[src/rtl/mips_bus_pkg.sv]
// Shared types and constants for the MIPS bus arbiter.
package mips_bus_pkg;

  typedef enum logic [1:0] {
    ARB_IDLE,
    ARB_BUS,
    ARB_RESP
  } arb_state_t;

  typedef enum logic {
    GNT_FETCH,
    GNT_DATA
  } grant_t;

  localparam logic [3:0] BYTEEN_WORD = 4'b1111;

endpackage

[src/rtl/mips_bus_arbiter.sv]
// Two-requester arbiter in front of the CPU's single Avalon-MM master.
// Fetch and load/store ports share one bus. A request is sampled only in
// IDLE. It is latched and driven onto the bus until waitrequest drops, then
// answered with a one-cycle done pulse in RESP.
//
// Requester handshake: req is a level, sampled only in IDLE and held until the
// matching done pulse. The requester drops req during the done (RESP) cycle;
// a req still high in IDLE after that starts a new transaction.
module mips_bus_arbiter
  import mips_bus_pkg::*;
#(
  parameter bit FAIR = 1'b0
) (
  input  logic        clk,
  input  logic        reset,
  input  logic        f_req,
  input  logic [31:0] f_addr,
  output logic        f_done,
  output logic [31:0] f_rdata,
  input  logic        d_req,
  input  logic        d_write,
  input  logic [31:0] d_addr,
  input  logic [31:0] d_wdata,
  input  logic [3:0]  d_byteenable,
  output logic        d_done,
  output logic [31:0] d_rdata,
  output logic        busy,
  output logic [31:0] address,
  output logic        read,
  output logic        write,
  output logic [31:0] writedata,
  output logic [3:0]  byteenable,
  input  logic        waitrequest,
  input  logic [31:0] readdata
);

  arb_state_t  r_state;
  arb_state_t  w_next_state;
  grant_t      r_last_grant;
  grant_t      w_grant;
  logic        w_grant_valid;
  logic        w_bus_done;

  logic [31:0] r_addr;
  logic        r_write;
  logic [31:0] r_wdata;
  logic [3:0]  r_byteenable;
  logic [31:0] r_f_rdata;
  logic [31:0] r_d_rdata;
  logic        r_f_done;
  logic        r_d_done;

  // Transfer completes on the edge where BUS sees waitrequest low.
  assign w_bus_done = (r_state == ARB_BUS) && !waitrequest;

  // Grant selection and next-state logic.
  always_comb begin
    w_next_state  = r_state;
    w_grant       = GNT_DATA;
    w_grant_valid = 1'b0;
    case (r_state)
      ARB_IDLE: begin
        if (f_req || d_req) begin
          w_grant_valid = 1'b1;
          w_next_state  = ARB_BUS;
          if (f_req && !d_req) begin
            w_grant = GNT_FETCH;
          end else if (!f_req && d_req) begin
            w_grant = GNT_DATA;
          end else if (FAIR) begin
            // Contested: hand the bus to whoever did not have it last.
            w_grant = (r_last_grant == GNT_FETCH) ? GNT_DATA : GNT_FETCH;
          end else begin
            w_grant = GNT_DATA;
          end
        end
      end
      ARB_BUS: begin
        if (!waitrequest) begin
          w_next_state = ARB_RESP;
        end
      end
      ARB_RESP: begin
        w_next_state = ARB_IDLE;
      end
      default: begin
        w_next_state = ARB_IDLE;
      end
    endcase
  end

  // State register; reset abandons any in-flight transfer.
  always_ff @(posedge clk or posedge reset) begin
    if (reset) begin
      r_state <= ARB_IDLE;
    end else begin
      r_state <= w_next_state;
    end
  end

  // Latch the granted request; these hold outside BUS.
  always_ff @(posedge clk or posedge reset) begin
    if (reset) begin
      r_addr       <= 32'h0;
      r_write      <= 1'b0;
      r_wdata      <= 32'h0;
      r_byteenable <= 4'h0;
      r_last_grant <= GNT_DATA;
    end else if ((r_state == ARB_IDLE) && w_grant_valid) begin
      r_last_grant <= w_grant;
      if (w_grant == GNT_FETCH) begin
        r_addr       <= f_addr;
        r_write      <= 1'b0;
        r_wdata      <= 32'h0;
        r_byteenable <= BYTEEN_WORD;
      end else begin
        r_addr       <= d_addr;
        r_write      <= d_write;
        r_wdata      <= d_wdata;
        r_byteenable <= d_byteenable;
      end
    end
  end

  // Completion: capture read data and raise the owner's done for RESP.
  always_ff @(posedge clk or posedge reset) begin
    if (reset) begin
      r_f_rdata <= 32'h0;
      r_d_rdata <= 32'h0;
      r_f_done  <= 1'b0;
      r_d_done  <= 1'b0;
    end else begin
      r_f_done <= w_bus_done && (r_last_grant == GNT_FETCH);
      r_d_done <= w_bus_done && (r_last_grant == GNT_DATA);
      if (w_bus_done && !r_write) begin
        if (r_last_grant == GNT_FETCH) begin
          r_f_rdata <= readdata;
        end else begin
          r_d_rdata <= readdata;
        end
      end
    end
  end

  // Bus strobes exist only in BUS; the word address drops the byte offset.
  assign read       = (r_state == ARB_BUS) && !r_write;
  assign write      = (r_state == ARB_BUS) && r_write;
  assign address    = r_addr & 32'hFFFF_FFFC;
  assign writedata  = r_wdata;
  assign byteenable = r_byteenable;
  assign busy       = (r_state != ARB_IDLE);
  assign f_done     = r_f_done;
  assign d_done     = r_d_done;
  assign f_rdata    = r_f_rdata;
  assign d_rdata    = r_d_rdata;

endmodule

[config.mk]
export PLATFORM = sky130hd
export DESIGN_NAME = mips_bus_arbiter
export DESIGN_NICKNAME = d
export VERILOG_FILES = /design/src/rtl/mips_bus_pkg.sv /design/src/rtl/mips_bus_arbiter.sv
export SDC_FILE = /design/constraint.sdc
export NUM_CORES = 1
export LEC_CHECK = 0
export CORE_MARGIN = 3
export CORE_UTILIZATION = 35
export CTS_CLUSTER_SIZE = 40
export DETAILED_ROUTE_END_ITERATION = 10
export GPL_ROUTABILITY_DRIVEN = 0
export PLACE_DENSITY = 0.79
export SLEW_MARGIN = 20
export SYNTH_ARGS = -nofsm -noshare
export SYNTH_HDL_FRONTEND = slang
export SYNTH_SLANG_ARGS = --single-unit
[constraint.sdc]
create_clock -name clk -period 5.89 [get_ports clk]
set_input_delay 1.4725 -clock clk [delete_from_list [all_inputs] [get_ports clk]]
set_output_delay 1.4725 -clock clk [all_outputs]
set_load 0.01 [all_outputs]
; ---- After elaboration in Yosys (flattened, before gate mapping)
; Cells that the tools add are included.
[word_totals]
regBits = 138
latchBits = 0
mem_bits_rw = 0
mem_bits_ro = 0
output_inout_bits = 137
wordCells = 43
mem_count = 0
[classes]
addsub = 0
mul = 0
div_mod_pow = 0
n_lt_le_gt_ge = 0
eq_ne = 3
shift = 0
n_mux = 12
bitwise = 1
n_reduce_logical = 17
[ops]
columns = operator, n
row1 = 32-bit 2-to-1 mux, 2
row2 = 1-bit logical AND, 8
row3 = 1-bit 2-to-1 mux, 6
row4 = 2-bit AND reduction, 3
row5 = 2-bit 2-to-1 mux, 2
row6 = 4-bit 2-to-1 mux, 1
row7 = 2-bit inequality test (second input constant), 2
row8 = 2-bit one-hot mux with 2 select lines, 1
row9 = 1-bit zero test, 3
row10 = 2-bit by 1-bit equality test with 1-bit output (second input constant), 1
row11 = 2-bit zero test, 1
row12 = 2-bit nonzero test, 1
row13 = 1-bit logical OR, 1
row14 = 1-bit NOT, 1

; ---- Logic depth before layout (Yosys ltp)
[logic_depth]
word_depth = 6
depth_mapped = 5

; ---- Worst setup path before layout
; No wires, ideal clock.
[synth_path]
path_kind = input -> register
from = in d_req
to = reg r_addr[11]
setup_time_ps = 83
t_arrival_ps = 2534
t_required_ps = 5807
slack_ps = 3273
cell_stages = 5
cell_sequence = buf_2 -> nor4b_4 -> buf_2 -> o22ai_1 -> o21ai_0
[synth_via]
elab_chain_cells = 6
word_cells_on_any_way = 10
cone_classes = 6 x mux / 4 x reduce/logical
[synth_rtl]
columns = item, line_no
row1 = start: declaration, mips_bus_arbiter.sv:20  ; input logic d_req,
row2 = 1-bit zero test, mips_bus_arbiter.sv:66  ; if (f_req && !d_req) begin
row3 = 1-bit logical AND, mips_bus_arbiter.sv:66
row4 = 1-bit 2-to-1 mux, mips_bus_arbiter.sv:66
row5 = 1-bit 2-to-1 mux, mips_bus_arbiter.sv:63  ; if (f_req || d_req) begin
row6 = 1-bit 2-to-1 mux, mips_bus_arbiter.sv:61  ; case (r_state)
row7 = 32-bit 2-to-1 mux, mips_bus_arbiter.sv:111  ; if (w_grant == GNT_FETCH) begin
row8 = end signal: assignment, mips_bus_arbiter.sv:112  ; r_addr <= f_addr;
row9 = end signal: assignment, mips_bus_arbiter.sv:117  ; r_addr <= d_addr;
row10 = end: declaration, mips_bus_arbiter.sv:44  ; logic [31:0] r_addr;
; Parallel ways exist; a longest one is shown, timed or not.
; A chain may end at the register's enable or synchronous reset.

; ---- Worst setup path in the final report
[layout_path]
from = reg r_state[0]
to = out busy
[layout_via]
elab_chain_cells = 1
[layout_rtl]
columns = item, line_no
row1 = start: declaration, mips_bus_arbiter.sv:37  ; arb_state_t r_state;
row2 = start signal: assignment, mips_bus_arbiter.sv:97  ; r_state <= w_next_state;
row3 = 2-bit nonzero test, mips_bus_arbiter.sv:151  ; assign busy = (r_state != ARB_IDLE);
row4 = end: declaration, mips_bus_arbiter.sv:27  ; output logic busy,
; No other way between the ends.

==> results.md <==
- Layout Area Growth over Synthesis: 65.1%
- Core Region: 14600 um2
- Post-cts hold buffer count: 0
- Part of the power in combinational logic: 0.424
- Gate Count Post-Synth: 383
- CP Data Arrival Time: 2380 ps
- Core utilization of the finished layout: 0.595
- Final period utilization: 0.655
- Clock power share: 0.228
- Resize count post-CTS: 0
- H-tree level count: 4
- Wire length per cell: 18.0 um
- Async S/R FF share, synth: 1.00
- First-pass GRT wire length: 23.2 mm
- Cell with the largest stage delay on the worst path: sky130_fd_sc_hd__clkdlybuf4s50_1
- Largest voltage drop on the vdd net: 273 uV
- CTS root buf: sky130_fd_sc_hd__clkbuf_16
- Antenna violations before repair: 0
- Worst Hold Launch: f_rdata[25]
- Cell area after technology mapping: 5280 um2
- EDFF count, synth: 0
- Number of fill cells: 1150
- Remaining max-slew budget at the tightest pin: 0.405
- Starting density of the core: 0.360
- P_leak: 3.62 nW
- I/O pin count: 275
- Max Fanout on Critical Path: 32
- Overall via count from detail_route: 4229
- Cts bufs inserted: 17
- Vertical die dimension: 129 um
- Net switching fraction of the power: 0.310
- Number of diodes: 0
- Proportion of synthesized chip area in sequential cells: 0.645
- HPWL after DPL: 10.9 mm
- R2r startpoint: r_state[0]
- Highest achievable clock rate: 259 MHz
- Result of the run: finished clean
- Number of distinct standard cells referenced by the synthesized netlist: 29
- Number of nets in the final layout: 787
- Critical path, cell by cell: nor2_1 > inv_2 > clkdlybuf4s50_1
- Finish-stage setup viols: 0
- Sinks on Clock Net: 136
- Final-report hold violation count: 0
- Slew @ Worst Pin: 892 ps
- # port buffers: 268
- Layout Skew: 9.09 ps
- Share of layout cells above drive strength 1: 0.117
- Buffers from clock root to sink, at most: 2
- Register-to-register path setup slack: 3600 ps
- Final routed wirelength across all metal layers: 15.2 mm
- Clock slew seen by the registers of the worst setup and hold paths: 60 ps
- Number of nets with antenna violations after routing: 0
- Global route total overflow: 0
- Source-to-sink clock delay at the later pin of the worst-skew pair: 410 ps
- Number of instances on the worst hold path: 1
- Synth Register Bits: 136
- CP required: 4420 ps
- Flop pwr share: 0.349
- Initial DRT Pass Iterations: 4
- Setup repair after global routing missed its margin: no
- Postcts setup bufs: 0
- Mean area per synthesized cell: 13.8 um2
- Internal power component: 0.00328 W
- Synthesis warning total: 0
- Die Wd: 129 um
- Area of the die: 16600 um2
- Final Slew Violations: 0
- CTS tree: done
- Max-cap check violation count: 0
- Path depth of the worst reg2reg path: 3
- Area used by multi-input combinational logic: 1720 um2
- WHS Endpoint: f_rdata[25]
- Storage element area: 3400 um2
- Critical path start-end classification: flop to output port
- Nature of the critical path endpoint: output port
- Largest net degree at the start of global routing: 91
- Remaining DRCs: 0
- Startpoint kind of the worst setup timing path: flop
- Final Critical Period: 3860 ps
- Floorplan row count: 44
- Predominant post-synthesis flop cell: sky130_fd_sc_hd__dfrtp_1
- Total negative slack for setup checks: 0 ps
- RR Endpoint: d_rdata[15]
- Global routing usage summed across all routing layers: 0.180
- Detailed-route vias per instance: 5.02
- Biggest cell delay along the critical path: 580 ps
- Worst Hold Class: flop to flop
- Count of routing violations after the opening detailed-route iteration: 155
- P_sw: 0.00147 W
- Power Dens Cells: 545 nW/um2
- Via count of the first global-routing pass: 4404
## cell usage in the layout, fill, tap and decap left out, types with 4 or more instances in the layout
master                            synthesis  routed
sky130_fd_sc_hd__dfrtp_1                135     135
sky130_fd_sc_hd__o21ai_0                 55      55
sky130_fd_sc_hd__mux2_2                  32      32
sky130_fd_sc_hd__o21ai_1                  5       4
sky130_fd_sc_hd__o22ai_1                 27      27
sky130_fd_sc_hd__nor2_1                   7       7
sky130_fd_sc_hd__mux2_1                  32      32
sky130_fd_sc_hd__a22o_1                  32      32
sky130_fd_sc_hd__clkdlybuf4s50_1          0     268
sky130_fd_sc_hd__clkbuf_16                0      17
sky130_fd_sc_hd__clkbuf_8                 0       4
sky130_fd_sc_hd__buf_4                    5       7
sky130_fd_sc_hd__o22a_1                   4       4
## layout make-up
class                   instances  share of cell area
multi-input cells             215               0.198
repair buffers                275               0.314
flip-flops and latches        136               0.391
clock inverters                 8              0.0139
well taps                     184              0.0264
inverters                       4             0.00230
clock buffers                  21              0.0551
## power by group through the flow
stage | registers [W] | logic [W] | clock network (W)
after floorplan | 0.00185 | 0.000635 | 0
after global placement | 0.00164 | 0.00200 | 0
after detailed placement | 0.00167 | 0.00204 | 0
after CTS | 0.00166 | 0.00205 | 0.00110
after global routing | 0.00171 | 0.00216 | 0.00114
final | 0.00166 | 0.00201 | 0.00108
## cells in the mapped netlist, types with 4 or more instances
cell                       count  area (um2)
sky130_fd_sc_hd__o21ai_1       5        25.0
sky130_fd_sc_hd__mux2_1       32         360
sky130_fd_sc_hd__nor2_1        7        26.3
sky130_fd_sc_hd__buf_4         5        37.5
sky130_fd_sc_hd__dfrtp_1     135        3380
sky130_fd_sc_hd__o22a_1        4        35.0
sky130_fd_sc_hd__clkbuf_1     14        52.6
sky130_fd_sc_hd__o22ai_1      27         169
sky130_fd_sc_hd__mux2_2       32         360
sky130_fd_sc_hd__buf_2         6        30.0
sky130_fd_sc_hd__a22o_1       32         280
sky130_fd_sc_hd__o21ai_0      55         275
## flip-flops by register name, indices dropped and copies added, names as in the netlist
register / flops
d_done: 1
byteenable: 4
r_last_grant: 1
f_done: 1
r_state: 2
f_rdata: 32
r_addr: 30
writedata: 32
d_rdata: 32
r_write: 1
## worst max path at each step
stage | from | to | cells past startpoint
global placement | waitrequest | d_rdata[15] | 4
global route | r_state[0] | busy | 3
floorplan | reset | byteenable[0] | 1
finish | r_state[0] | busy | 3
detailed placement | waitrequest | d_rdata[24] | 4
CTS | r_state[0] | busy | 3
## stage by stage
stage	setup WS (ps)	instances	total power, W	cell area, um2	hold slack (ps)
2_1_floorplan	780	384	0.00248	5280	520
3_3_place_gp	2140	814	0.00364	8110	471
3_5_place_dp	2080	814	0.00371	8110	476
4_1_cts	1970	843	0.00481	8710	489
5_1_grt	1880	843	0.00502	8710	507
6_report	2030	843	0.00475	8710	486
## critical path, delay by kind of cell, from the launching register on
kind                   cells  cell delay [ps]
and+or+nand+nor            1              530
buffers and inverters      2              960
DFF                        1              470
## logic make-up after synthesis
logic type,after synthesis,share of synthesized area
AND/OR/NAND/NOR,20,0.0284
AO/OA/AOI/OAI,129,0.156
flip-flops,136,0.645
buffers and inverters,33,0.0329
multiplexers,64,0.137
other,1,0.000710
## routing by layer
metal,part of all wire,GRT usage,wire (um),vias up
met5,0,0,0,-
met4,0.015,0.0686,234,0
met3,0.092,0.0689,1400,18
met2,0.49,0.296,7440,213
met1,0.40,0.214,6110,2049
li1,-,-,-,1949
Power figures use the tool's default switching activity.
